<file path="config.mk">
export PLATFORM = sky130hd
export DESIGN_NAME = mips_boot_ctrl
export DESIGN_NICKNAME = d
export VERILOG_FILES = /design/src/rtl/mips_boot_ctrl.sv
export SDC_FILE = /design/constraint.sdc
export NUM_CORES = 1
export LEC_CHECK = 0
export BUFFER_PORTS_ARGS = -buffer_cell sky130_fd_sc_hd__buf_2
export CAP_MARGIN = 0
export CORE_MARGIN = 2
export CORE_UTILIZATION = 40
export CTS_CLUSTER_DIAMETER = 50
export CTS_CLUSTER_SIZE = 20
export DETAILED_ROUTE_END_ITERATION = 10
export MAX_ROUTING_LAYER = met4
export PLACE_DENSITY = 0.71
export SYNTH_ARGS = -nofsm -noshare
export SYNTH_HDL_FRONTEND = slang
export SYNTH_SLANG_ARGS = --single-unit
</file>
<file path="constraint.sdc">
create_clock -name CLK -period 5.5 [get_ports CLK]
set_input_delay 1.1 -clock CLK [delete_from_list [all_inputs] [get_ports CLK]]
set_output_delay 1.1 -clock CLK [all_outputs]
set_load 0.02 [all_outputs]
</file>
<file path="src/rtl/mips_boot_ctrl.sv">
// mips_boot_ctrl
//   Boot controller for a small MIPS core. It streams program words from a
//   loader into instruction memory, holds the core in reset for a few cycles,
//   then lets it run for a bounded number of cycles or until it reaches a halt
//   address. The core state is frozen afterwards so it can be inspected.
//
// Parameters
//   AW         instruction-memory word-address width (depth 2^AW words)
//   HOLD       core-reset hold cycles between load and run (>= 1)
//
// Ports
//   CLK, RST_N          clock, asynchronous active-low reset
//   START               begin load sequence (honoured in idle/finished/error)
//   LD_VALID/LD_DATA/LD_LAST/LD_READY   loader word handshake
//   RUN_CYCLES          enabled core cycles to execute, sampled on hold->run
//   HALT_EN/HALT_PC/CPU_PC              program-counter match halt
//   W_Ins/W_ADDR/WE     instruction-memory write port (one cycle after accept)
//   CPU_RST/CPU_CE      core reset (active-high) and clock enable
//   BUSY/DONE/ERR       status flags
//   CYC_CNT             enabled cycles executed in the last run
module mips_boot_ctrl #(
  parameter int AW   = 8,
  parameter int HOLD = 2
) (
  input  logic          CLK,
  input  logic          RST_N,
  input  logic          START,
  input  logic          LD_VALID,
  input  logic [31:0]   LD_DATA,
  input  logic          LD_LAST,
  output logic          LD_READY,
  input  logic [15:0]   RUN_CYCLES,
  input  logic          HALT_EN,
  input  logic [31:0]   HALT_PC,
  input  logic [31:0]   CPU_PC,
  output logic [31:0]   W_Ins,
  output logic [AW-1:0] W_ADDR,
  output logic          WE,
  output logic          CPU_RST,
  output logic          CPU_CE,
  output logic          BUSY,
  output logic          DONE,
  output logic          ERR,
  output logic [15:0]   CYC_CNT
);

  localparam int HW = (HOLD < 2) ? 1 : $clog2(HOLD);
  localparam logic [HW-1:0] HOLD_LAST = HW'(HOLD - 1);

  typedef enum logic [2:0] {
    ST_IDLE,
    ST_LOAD,
    ST_HOLD,
    ST_RUN,
    ST_FIN,
    ST_ERR
  } state_t;

  state_t          state;
  state_t          state_next;
  logic [AW-1:0]   addr;
  logic [HW-1:0]   hold_cnt;
  logic [15:0]     run_target;

  logic xfer;
  logic addr_full;
  logic hold_done;
  logic halt_hit;
  logic run_done;

  always_ff @(posedge CLK or negedge RST_N) begin
    if (!RST_N) begin
      state <= ST_IDLE;
    end else begin
      state <= state_next;
    end
  end

  always_comb begin
    state_next = state;
    // LD_READY is only ever high while in LOAD
    xfer       = LD_VALID & LD_READY;
    addr_full  = (addr == '1);
    hold_done  = (hold_cnt == HOLD_LAST);
    halt_hit   = HALT_EN && (CPU_PC == HALT_PC);
    // CYC_CNT is the count of enabled cycles already completed, so the
    // current cycle is the last one when it is one short of the target
    run_done   = (({1'b0, CYC_CNT} + 17'd1) == {1'b0, run_target});

    unique case (state)
      ST_IDLE: if (START) state_next = ST_LOAD;
      ST_LOAD: begin
        if (xfer) begin
          if (LD_LAST)        state_next = ST_HOLD;
          else if (addr_full) state_next = ST_ERR;
        end
      end
      ST_HOLD: begin
        if (hold_done) state_next = (RUN_CYCLES == '0) ? ST_FIN : ST_RUN;
      end
      ST_RUN:  if (run_done || halt_hit) state_next = ST_FIN;
      ST_FIN:  if (START) state_next = ST_LOAD;
      ST_ERR:  if (START) state_next = ST_LOAD;
      default: state_next = ST_IDLE;
    endcase
  end

  // Every output is a flop decoded from the next state, so outputs change on
  // the same edge as the state they describe.
  always_ff @(posedge CLK or negedge RST_N) begin
    if (!RST_N) begin
      LD_READY   <= 1'b0;
      W_Ins      <= '0;
      W_ADDR     <= '0;
      WE         <= 1'b0;
      CPU_RST    <= 1'b1;
      CPU_CE     <= 1'b0;
      BUSY       <= 1'b0;
      DONE       <= 1'b0;
      ERR        <= 1'b0;
      CYC_CNT    <= '0;
      addr       <= '0;
      hold_cnt   <= '0;
      run_target <= '0;
    end else begin
      LD_READY <= (state_next == ST_LOAD);
      CPU_RST  <= (state_next == ST_IDLE) || (state_next == ST_LOAD) ||
                  (state_next == ST_HOLD) || (state_next == ST_ERR);
      CPU_CE   <= (state_next == ST_RUN);
      BUSY     <= (state_next == ST_LOAD) || (state_next == ST_HOLD) ||
                  (state_next == ST_RUN);
      DONE     <= (state_next == ST_FIN);
      ERR      <= (state_next == ST_ERR);

      WE <= xfer;
      if (xfer) begin
        W_Ins  <= LD_DATA;
        W_ADDR <= addr;
      end

      if ((state != ST_LOAD) && (state_next == ST_LOAD)) begin
        addr <= '0;
      end else if (xfer) begin
        addr <= addr + AW'(1);
      end

      if (state == ST_HOLD) begin
        hold_cnt <= hold_cnt + HW'(1);
      end else begin
        hold_cnt <= '0;
      end

      if ((state == ST_HOLD) && (state_next == ST_RUN)) begin
        run_target <= RUN_CYCLES;
      end

      if ((state_next == ST_LOAD) || (state == ST_HOLD)) begin
        CYC_CNT <= '0;
      end else if ((state == ST_RUN) && (CYC_CNT != '1)) begin
        CYC_CNT <= CYC_CNT + 16'd1;
      end
    end
  end

endmodule
</file>
# Word level (Yosys, flattened, before mapping)
# Cells that the tools add are included.
[word_totals] register_bits=91 in_bits=118 output_inout_bits=63 wordCells=64
[op_classes] addsub=4 eq_ne=15 muxes=13 bitwise_logic=1 reduce_logical=17
[op_table] cell="== test 32 bit" count=1
[op_table] cell="2-to-1 mux 16 bit" count=2
[op_table] cell="2-to-1 mux 3 bit" count=7
[op_table] cell="adder 16 x 1 -> 17 bit (second input constant)" count=1
[op_table] cell="== test 17 x 16 -> 1 bit" count=1
[op_table] cell="adder 16 x 1 -> 16 bit (second input constant)" count=1
[op_table] cell="zero test 16 bit" count=1
[op_table] cell="2-to-1 mux 8 bit" count=2
[op_table] cell="!= test 16 bit (second input constant)" count=1
[op_table] cell="== test 3 x 2 -> 1 bit (second input constant)" count=4
[op_table] cell="== test 3 bit (second input constant)" count=4
[op_table] cell="case mux 3 bit (4 select lines)" count=1
[op_table] cell="adder 8 x 1 -> 8 bit (second input constant)" count=1
[op_table] cell="== test 8 bit (second input constant)" count=1
[op_table] cell="logical OR 1 bit" count=7
[op_table] cell="== test 3 x 1 -> 1 bit (second input constant)" count=2
[op_table] cell="zero test 3 bit" count=2
[op_table] cell="logical AND 1 bit" count=4
[op_table] cell="nonzero test 2 bit" count=2
[op_table] cell="!= test 3 x 1 -> 1 bit (second input constant)" count=1
[op_table] cell="OR reduction 3 bit" count=1
[op_table] cell="adder 1 bit (second input constant)" count=1
[op_table] cell="bitwise AND 1 bit" count=1
[op_table] cell="2-to-1 mux 1 bit" count=1

# Depth between registers and ports, before layout
# Gate-level depths: netlist of the first run.
[logic_depth] depth_word=9 depth_mapped=9 mapped_depth_nobuf=7

# Worst setup path before layout of the first run
# No wires, ideal clock.
[synth_timing] path_type="input -> register" start="input port LD_VALID" end="register CYC_CNT[10]" setup_time_ns=0.121 arrival_time_ns=2.483 required_ns=5.379 setup_slack_ns=2.895 stages=8 path_buffers=1 cell_sequence="nand2_1 inv_1 nand4_1 nor3_1 or3_1 o21ai_1 buf_2 nor2_1"
[synth_between] elab_chain_cells=6 word_cells_on_any_way=7 classes_between="eq/ne: 1; mux: 3; bitwise: 1; reduce/logical: 2"
[synth_lines] element="start, declared" line_no="28" rtl="input logic LD_VALID,"
[synth_lines] element="bitwise AND 1 bit *" line_no="82" rtl="xfer = LD_VALID & LD_READY;"
[synth_lines] element="2-to-1 mux 3 bit *" line_no="93" rtl="if (xfer) begin"
[synth_lines] element="case mux 3 bit (4 select lines) *" line_no="90" rtl="unique case (state)"
[synth_lines] element="== test 3 x 1 -> 1 bit *" line_no="157" rtl="if ((state_next == ST_LOAD) || (state == ST_HOLD)) begin"
[synth_lines] element="logical OR 1 bit *" line_no="157"
[synth_lines] element="2-to-1 mux 16 bit / nonzero test 2 bit (equally long branches)"
[synth_lines] element="end signal, assigned" line_no="160" rtl="CYC_CNT <= CYC_CNT + 16'd1;"
[synth_lines] element="end, declared" line_no="44" rtl="output logic [15:0] CYC_CNT"
# Every way passes the cells marked *; elsewhere a longest branch is shown, timed or not.
# A chain may end at the register's enable or synchronous reset.

# Final worst setup path of the first run
[layout_timing] start="input port RUN_CYCLES[8]" end="register BUSY"
[layout_between] elab_chain_cells=7 word_cells_on_any_way=9 classes_between="eq/ne: 3; mux: 3; reduce/logical: 3"
[layout_lines] element="start, declared" line_no="32" rtl="input logic [15:0] RUN_CYCLES,"
[layout_lines] element="zero test 16 bit *" line_no="99" rtl="if (hold_done) state_next = (RUN_CYCLES == '0) ? ST_FIN : ST_RUN;"
[layout_lines] element="2-to-1 mux 3 bit * (2 in a row)" line_no="99"
[layout_lines] element="case mux 3 bit (4 select lines) *" line_no="90"
[layout_lines] element="== test 3 x 1 -> 1 bit / == test 3 x 2 -> 1 bit (equally long branches)" line_no="130" rtl="BUSY <= (state_next == ST_LOAD) || (state_next == ST_HOLD) ||"
[layout_lines] element="logical OR 1 bit" line_no="130"
[layout_lines] element="logical OR 1 bit *" line_no="130"
[layout_lines] element="end signal, assigned" line_no="130"
[layout_lines] element="end, declared" line_no="41" rtl="output logic BUSY,"
# Marks and branches as above.

==> results of run 1 <==
worst min-delay path by stage:
stage,from,cells past startpoint,to,slack [ns]
floorplan,hold_cnt,1,hold_cnt,0.41
global placement,W_Ins[0],2,W_Ins[0],0.45
detailed placement,W_Ins[30],2,W_Ins[30],0.46
CTS,W_Ins[17],2,W_Ins[17],0.48
global route,W_Ins[27],2,W_Ins[27],0.50
finish,W_Ins[30],2,W_Ins[30],0.47
state kept, by name, summed over array words and instances, names as in the netlist:
register,cells
CPU_RST,1
WE,1
W_Ins,32
run_target,16
BUSY,1
DONE,1
ERR,1
LD_READY,1
state,3
W_ADDR,8
CPU_CE,1
addr,8
CYC_CNT,16
hold_cnt,1
power by group:
part / leakage (uW) / internal (uW) / switching [uW]
Combinational: 0.00182 / 108 / 163
Clock: 0.000140 / 320 / 260
Sequential: 0.00121 / 726 / 57.1
Total: 0.00317 / 1150 / 480
metal layers:
layer	part of all wire	vias to the layer above	wire length (um)
li1	-	2028	-
met1	0.41	2010	5006
met2	0.52	144	6251
met3	0.055	16	664
met4	0.018	0	213
met5	0	-	0
metrics by stage:
stage | setup slack (ns) | util | cell area, um^2 | hold slack [ns]
6_report | 2.473 | 0.5224 | 5964 | 0.4714
5_1_grt | 2.329 | 0.5224 | 5964 | 0.5001
4_1_cts | 2.480 | 0.5224 | 5964 | 0.4787
3_5_place_dp | 2.117 | 0.4979 | 5685 | 0.4617
3_3_place_gp | 2.212 | 0.4979 | 5685 | 0.4531
2_1_floorplan | 2.895 | - | 4683 | 0.4093
worst min-delay path, delay by kind of cell, from the launching register on:
family | cells | cell delay [ns]
flip-flops | 1 | 0.34
AND/OR/NAND/NOR | 2 | 0.10
logic make-up (layout without fill, tap and decap cells):
logic type / count (synthesis) / after routing
buffers and inverters: 26 / 204
flip-flops: 91 / 91
multiplexers: 15 / 15
adder cells (fa/ha/maj): 2 / 2
AO/OA/AOI/OAI: 38 / 38
XOR/XNOR: 70 / 70
AND/OR/NAND/NOR: 259 / 259
synthesized netlist by cell type, types with 6 or more instances:
master / count
nor2_1: 37
nor4_1: 13
clkbuf_1: 8
o21ai_0: 6
dfrtp_1: 90
a21oi_1: 6
nor3_1: 7
nand3_1: 13
xor2_1: 52
xnor2_1: 18
mux2_2: 14
nand2_1: 147
nand4_1: 13
layout make-up:
class	count	share of cell area
Multi-Input combinational cell	384	0.3822
Tap cell	143	0.03000
Sequential cell	91	0.3820
Clock buffer	11	0.04070
Inverter	4	0.002517
Clock inverter	5	0.006083
Timing Repair Buffer	184	0.1565
layout by cell type, fill, tap and decap left out, types with 3 or more instances in the layout:
| cell type | count |
|---|---|
| nor4_1 | 13 |
| a21oi_1 | 6 |
| clkbuf_16 | 9 |
| nand2_1 | 147 |
| inv_1 | 3 |
| nand4_1 | 13 |
| nand3_1 | 13 |
| o21ai_1 | 5 |
| nor3_1 | 7 |
| xor2_1 | 52 |
| o21ai_0 | 6 |
| buf_4 | 5 |
| dfrtp_1 | 90 |
| o211ai_1 | 4 |
| nor2_1 | 37 |
| and3_1 | 3 |
| buf_2 | 179 |
| xnor2_1 | 18 |
| or3_1 | 5 |
| mux2_2 | 14 |
==> results.json, run 1 <==
{
  "status": "completed",
  "drive_gt1_frac": 0.3328,
  "synth_area_leaders": "dfrtp_1 48%, nand2_1 12%, xor2_1 9.7%",
  "nets": 794,
  "first_iter_violations": 191,
  "die_area_um2": 12590,
  "synth_edf_count": 0,
  "hpwl_um": 9289,
  "leakage_uw": 0.003175,
  "avgViaCountPerCell": 5.107,
  "finalWeightedCongestion": 0.8446,
  "synth_top_area_share": 0.4809,
  "r2r_cells": 8,
  "cp-start-kind": "input pin",
  "area_delta_synth_final_pct": 27.36,
  "core_um2": 11420,
  "ys_seq_area_frac": 0.4865,
  "grt_pass1_vias": 4121,
  "via_count": 4198,
  "syn_avg_cell_area_um2": 9.348,
  "worst_slew_margin_rel": 0.1669,
  "cts_tree": "done",
  "placed_cells": 806,
  "nFillCells": 1090,
  "antenna_found_initial": 0,
  "synth_top_family_by_area": "simple AND/OR/NAND/NOR gates",
  "yosysTopAreaCell": "dfrtp_1",
  "period_needed_ns": 3.027,
  "synth-compound-area-share": 0.05504,
  "ff_latch_area_um2": 2278,
  "rsz0062_at_grt": "false",
  "vdd_drop_max_uv": 209.5,
  "initial_core_util": 0.4101,
  "synthAdderAreaFrac": 0.005343,
  "ant_nets": 0,
  "fp.dieH_um": 112.2,
  "path_buf_inv": 1,
  "async_reset_ff_frac": 1.000,
  "critPathMaxStageDelay_ns": 0.81,
  "synth_seq_cells": 91,
  "critPathKind": "input pin to register",
  "grt_max_degree": 68,
  "cpLargestDelayFamily": "simple AND/OR/NAND/NOR gates",
  "fin_crit_sh": 0.5503,
  "cts_resized": 0,
  "cts_buffers": 9,
  "synthCells": 501,
  "grtUsageTotal": 0.2017,
  "use_met3": 0.03996,
  "drcViolationCount": 0,
  "synth_nets": 621,
  "synth_xor_area_frac": 0.1309,
  "tns_ns": 0,
  "cts_hold_buf": 0,
  "p_total_uw": 1634,
  "clock_sinks": 91,
  "grt_pass1_wl_um": 19530,
  "rrSetupSlack_ns": 2.68,
  "yosys_warnings": 0,
  "placementRows": 39,
  "clock-root-buffer": "clkbuf_16",
  "ys.flop_type": "dfrtp_1",
  "maxCapViolCount": 0,
  "cp_cell_sequence": "buf_2, nor4_1, nand4_1, o21ai_2, and2_1, a31o_2, a21oi_1",
  "htreeDepth": 3,
  "cts_max_path_buffers": 2,
  "fmax_mhz": 330.4,
  "fin_worst_skew_ns": 0.01163,
  "synth.distinct_cells": 57,
  "cp-endpoint": "BUSY",
  "die_width_um": 112.2,
  "post_cts_buffers": 0,
  "met2_usage": 0.3458,
  "critPathMaxFanout": 19,
  "timing.rr.end": "CYC_CNT[4]",
  "end_kind": "register",
  "synth_simple_gate_area_frac": 0.2597,
  "num_antenna_cells": 0,
  "p_per_area_nw_per_um2": 274.0,
  "cp.required_ns": 5.72,
  "cp-startpoint": "RUN_CYCLES[8]",
  "clock_latency_ns": 0.35,
  "io_pins": 181,
  "tightest_slew_ns": 1.241,
  "hold_path_class": "register to register",
  "busiest_layer": "met2",
  "wl_um": 12140,
  "path_clk_slew_ns": 0.07,
  "met1_usage": 0.2345,
  "crit_cells": 7,
  "arrival_ns": 3.25,
  "syn_area_um2": 4683,
  "finalHoldViolCount": 0,
  "drt-pass1-iter-count": 4,
  "cp_slowest_cell": "o21ai_2",
  "reg2reg_from": "CYC_CNT[0]",
  "multi_input_area_um2": 2280,
  "overflow": 0,
  "instances_no_fill": 822,
  "muxShareOfSynthArea": 0.03580,
  "wl_per_cell_um": 14.76,
  "report.final.slew_viol_count": 0,
  "port_buffers": 180,
  "setup_viol": 0
}
Power figures use the tool's default switching activity.
==> run 2: changes to the inputs <==
==> constraint.sdc (replaced) <==
create_clock -name CLK -period 2.8 [get_ports CLK]
set_input_delay 0.56 -clock CLK [delete_from_list [all_inputs] [get_ports CLK]]
set_output_delay 0.56 -clock CLK [all_outputs]
set_load 0.02 [all_outputs]
==> results.json, run 2 (synthesis results as in run 1) <==
{
  "period_needed_ns": 2.549,
  "grt_pass1_wl_um": 19780,
  "grt_max_degree": 60,
  "report.final.slew_viol_count": 0,
  "cts_tree": "done",
  "hold_path_class": "input pin to async pin",
  "sw_frac_of_total": 0.2921,
  "power_switching_uw": 937.8,
  "cp.required_ns": 3.02,
  "rsz0062_at_grt": "false",
  "cts_max_path_buffers": 2,
  "drt-pass1-iter-count": 4,
  "largest_register": "W_Ins",
  "place_worst_setup_slack_ns": 0.3120,
  "post_cts_buffers": 0,
  "via_count": 4169,
  "fin_worst_skew_ns": 0.008996,
  "grtUsageTotal": 0.2038,
  "status": "completed",
  "overflow": 0,
  "drive_gt1_frac": 0.3382,
  "critPathKind": "register to register",
  "mostFrequentLayoutCell": "buf_2",
  "port_buffers": 180,
  "drcViolationCount": 0,
  "area_delta_synth_final_pct": 28.77,
  "placed_cells": 813,
  "leakage_uw": 0.003206,
  "critPathMaxFanout": 9,
  "layout_common_cells": "179 x buf_2, 147 x nand2_1, 90 x dfrtp_1, 52 x xor2_1, 37 x nor2_1",
  "worst_slew_margin_rel": 0.4213,
  "clock_sinks": 91,
  "placementRows": 39,
  "clock-root-buffer": "clkbuf_16",
  "finalWeightedCongestion": 0.8657,
  "fin_crit_sh": 0.9103,
  "initial_core_util": 0.4101,
  "instances_no_fill": 829,
  "arrival_ns": 2.77,
  "p_total_uw": 3211,
  "vdd_drop_max_uv": 379.9,
  "p_int_uw": 2273,
  "maxCapViolCount": 0,
  "fin_ws_ns": 0.2510,
  "end_kind": "register",
  "tns_ns": 0,
  "combPwrFrac": 0.166,
  "cts_buffers": 9,
  "die_area_um2": 12590,
  "cts_hold_buf": 0,
  "core_um2": 11420,
  "cts_resized": 0,
  "finalHoldViolCount": 0,
  "avgViaCountPerCell": 5.029,
  "whs_ns": 0.1661,
  "top_regs": "W_Ins: 32 flops, CYC_CNT: 16 flops, run_target: 16 flops",
  "tightest_slew_ns": 0.8614,
  "num_antenna_cells": 0,
  "clock_latency_ns": 0.35,
  "fp.dieH_um": 112.2,
  "antenna_found_initial": 0,
  "ant_nets": 0,
  "fmax_mhz": 392.3,
  "grt_pass1_vias": 4137,
  "clkPwrFrac": 0.357,
  "first_iter_violations": 246,
  "largest_register_ffs": 32,
  "p_seq_frac": 0.477,
  "setup_viol": 0,
  "hpwl_um": 9297,
  "wl_um": 12150,
  "io_pins": 181,
  "r2r_cells": 7,
  "path_clk_slew_ns": 0.07,
  "nets": 801,
  "die_width_um": 112.2,
  "p_per_area_nw_per_um2": 532.4,
  "htreeDepth": 3,
  "cp-start-kind": "register",
  "wl_per_cell_um": 14.66
}
[run 2: cell types whose count changed in the layout (fill, tap and decap cells not counted)]
cell / delta
clkinvlp_4: +1
clkinv_2: -2
buf_12: +1
clkbuf_1: +1
buf_4: +6
[run 2: power groups by stage]
| stage | Clock (uW) | Combinational (uW) | Sequential [uW] |
|---|---|---|---|
| after global routing | 1230 | 587 | 1550 |
| after global placement | 0 | 527 | 1550 |
| final | 1150 | 534 | 1530 |
| after CTS | 1180 | 544 | 1530 |
| after detailed placement | 0 | 544 | 1550 |
| after floorplan | 0 | 191 | 1640 |
[run 2: routing by layer]
layer / vias up / GRT usage / routed length, um
met3: 15 / 0.04266 / 599
met2: 144 / 0.3422 / 6244
met4: 0 / 0.06667 / 187
li1: 2052 / - / -
met1: 1958 / 0.2466 / 5120
met5: - / - / 0
[run 2: layout make-up]
cell class / instances / area [um^2]
multi-input combinational: 384 / 2280
tap: 143 / 178.9
fill: 1064 / 5388
clock buffer: 12 / 246.5
clock inverter: 4 / 33.78
sequential: 91 / 2278
inverter: 4 / 15.01
timing repair buffer: 191 / 998.5
[run 2: path summary, 6_finish.rpt]
path                        startpoint          to  slack [ns]
max in group asynchronous        RST_N     CPU_RST        1.93
min                              RST_N  CYC_CNT[9]        0.17
min reg2reg                   hold_cnt    hold_cnt        0.47
min in group CLK           LD_DATA[11]   W_Ins[11]        0.40
max                         CYC_CNT[1]        BUSY        0.25
max reg2reg                 CYC_CNT[1]        BUSY        0.25
[run 2: worst max-delay path, cell delays in order, from the launching register on]
cell	delay, ns
dfrtp_1	0.49
ha_1	0.39
nand4_1	0.21
or4_4	0.47
or3_1	0.36
o211ai_1	0.12
a41o_2	0.28
a21oi_1	0.10
[run 2: metrics by stage]
| stage | cell area, um^2 | utilization |
|---|---|---|
| 6_report | 6031 | 0.5282 |
| 5_1_grt | 6031 | 0.5282 |
| 4_1_cts | 6031 | 0.5282 |
| 3_5_place_dp | 5751 | 0.5036 |
| 3_3_place_gp | 5751 | 0.5036 |
| 2_1_floorplan | 4683 | - |
==> run 3: changes to the inputs <==
--- a/config.mk
+++ b/config.mk
@@ -14,6 +14,7 @@
 export DETAILED_ROUTE_END_ITERATION = 10
 export MAX_ROUTING_LAYER = met4
 export PLACE_DENSITY = 0.71
+export RECOVER_POWER = 25
 export SYNTH_ARGS = -nofsm -noshare
 export SYNTH_HDL_FRONTEND = slang
 export SYNTH_SLANG_ARGS = --single-unit
==> results.json, run 3 (synthesis results as in run 1) <==
{
  "multi_input_area_um2": 2280,
  "layout_common_cells": "179 x buf_2, 147 x nand2_1, 90 x dfrtp_1, 52 x xor2_1, 37 x nor2_1",
  "port_buffers": 180,
  "grt_max_degree": 60,
  "top_regs": "W_Ins: 32 flops, CYC_CNT: 16 flops, run_target: 16 flops",
  "drcViolationCount": 0,
  "p_per_area_nw_per_um2": 532.7,
  "finalWeightedCongestion": 0.8657,
  "clock-root-buffer": "clkbuf_16",
  "status": "finished, violations left",
  "critPathMaxStageDelay_ns": 0.49,
  "antenna_found_initial": 0,
  "drive_gt1_frac": 0.3367,
  "path_buf_inv": 0,
  "ff_latch_area_um2": 2278,
  "die_area_um2": 12590,
  "cpLargestDelayFamily": "simple AND/OR/NAND/NOR gates",
  "overflow": 0,
  "avgViaCountPerCell": 5.029,
  "grt_pass1_wl_um": 19780,
  "cts_max_path_buffers": 2,
  "cp.required_ns": 3.02,
  "cp-start-kind": "register",
  "arrival_ns": 2.77,
  "cts_tree": "done",
  "worst_slew_margin_rel": -0.2684,
  "htreeDepth": 3,
  "violations": "max-capacitance violations, max-slew violations",
  "clock_latency_ns": 0.35,
  "cts_hold_buf": 0,
  "cts_buffers": 9,
  "clkPwrFrac": 0.357,
  "sw_frac_of_total": 0.2921,
  "mostFrequentLayoutCell": "buf_2",
  "placementRows": 39,
  "end_kind": "register",
  "fp.dieH_um": 112.2,
  "largest_register": "W_Ins",
  "period_needed_ns": 2.549,
  "rsz0062_at_grt": "false",
  "ant_nets": 0,
  "fmax_mhz": 392.3,
  "fin_crit_sh": 0.9103,
  "path_clk_slew_ns": 0.07,
  "core_um2": 11420,
  "hold_path_class": "input pin to register",
  "report.final.slew_viol_count": 33,
  "cp_cell_sequence": "ha_1, nand4_1, or4_4, or3_1, o211ai_1, a41o_2, a21oi_1",
  "die_width_um": 112.2,
  "hpwl_um": 9297,
  "initial_core_util": 0.4101,
  "leakage_uw": 0.003202,
  "fin_worst_skew_ns": 0.008996,
  "wl_um": 12150,
  "post_cts_buffers": 0,
  "p_seq_frac": 0.477,
  "grt_pass1_vias": 4137,
  "num_antenna_cells": 0,
  "critPathKind": "register to register",
  "largest_register_ffs": 32,
  "critPathMaxFanout": 9,
  "cts_resized": 0,
  "first_iter_violations": 246,
  "clock_sinks": 91,
  "maxCapViolCount": 1,
  "area_delta_synth_final_pct": 28.69,
  "p_int_uw": 2273,
  "io_pins": 181,
  "nets": 801,
  "cp_slowest_cell": "dfrtp_1",
  "wl_per_cell_um": 14.66,
  "whs_ns": 0.3977,
  "drt-pass1-iter-count": 4,
  "tns_ns": 0,
  "tightest_slew_ns": 1.903,
  "combPwrFrac": 0.166,
  "via_count": 4169,
  "finalHoldViolCount": 0,
  "grtUsageTotal": 0.2038,
  "nFillCells": 1066,
  "vdd_drop_max_uv": 379.9,
  "power_switching_uw": 937.8,
  "setup_viol": 0
}
==> run 3: cell types whose count changed in the layout (fill, tap and decap cells not counted) <==
cell,delta
buf_4,-1
clkbuf_1,+1
==> run 3: final timing paths <==
path                            slack [ns]    endpoint  cells after the start         from
worst max register to register        0.25        BUSY                      7   CYC_CNT[1]
worst min-delay path                  0.40   W_Ins[11]                      3  LD_DATA[11]
worst max-delay path                  0.25        BUSY                      7   CYC_CNT[1]
max in group asynchronous             0.92     CPU_RST                      2        RST_N
min in group asynchronous             0.74  CYC_CNT[9]                      1        RST_N
worst min register to register        0.47    hold_cnt                      1     hold_cnt
==> run 3: power by group through the flow <==
stage / Combinational (uW) / Clock (uW) / Sequential, uW
2_1_floorplan: 191 / 0 / 1640
3_3_place_gp: 527 / 0 / 1550
3_5_place_dp: 544 / 0 / 1550
4_1_cts: 544 / 1180 / 1530
5_1_grt: 587 / 1230 / 1550
6_report: 533 / 1150 / 1530
==> run 3: layout make-up <==
class	instances	share of cell area
inverter	4	0.002491
timing repair buffer	191	0.1650
multi-input combinational	384	0.3782
clock inverter	4	0.005605
sequential	91	0.3780
tap	143	0.02969
clock buffer	12	0.04090
==> run 3: per-stage QoR <==
| stage | power, uW | std cells | utilization | worst slack, ns | cell area [um^2] |
|---|---|---|---|---|---|
| after floorplan | 1834 | 501 | - | 0.4303 | 4683 |
| after global placement | 2076 | 813 | 0.5036 | 0.4019 | 5751 |
| after detailed placement | 2097 | 813 | 0.5036 | 0.3120 | 5751 |
| after CTS | 3257 | 829 | 0.5282 | 0.2782 | 6031 |
| after global routing | 3361 | 829 | 0.5278 | 0.1078 | 6027 |
| final | 3210 | 829 | 0.5278 | 0.2510 | 6027 |
==> run 3: metal layers <==
| metal | vias up | global-route usage | part of all wire |
|---|---|---|---|
| met1 | 1958 | 0.2466 | 0.42 |
| met3 | 15 | 0.04266 | 0.049 |
| met4 | 0 | 0.06667 | 0.015 |
| met5 | - | - | 0 |
| met2 | 144 | 0.3422 | 0.51 |
| li1 | 2052 | - | - |
==> run 3: tightest hold or removal path, stage by stage <==
cell     delay [ns]
buf_2          0.07
nand2_1        0.04
nand2_1        0.04
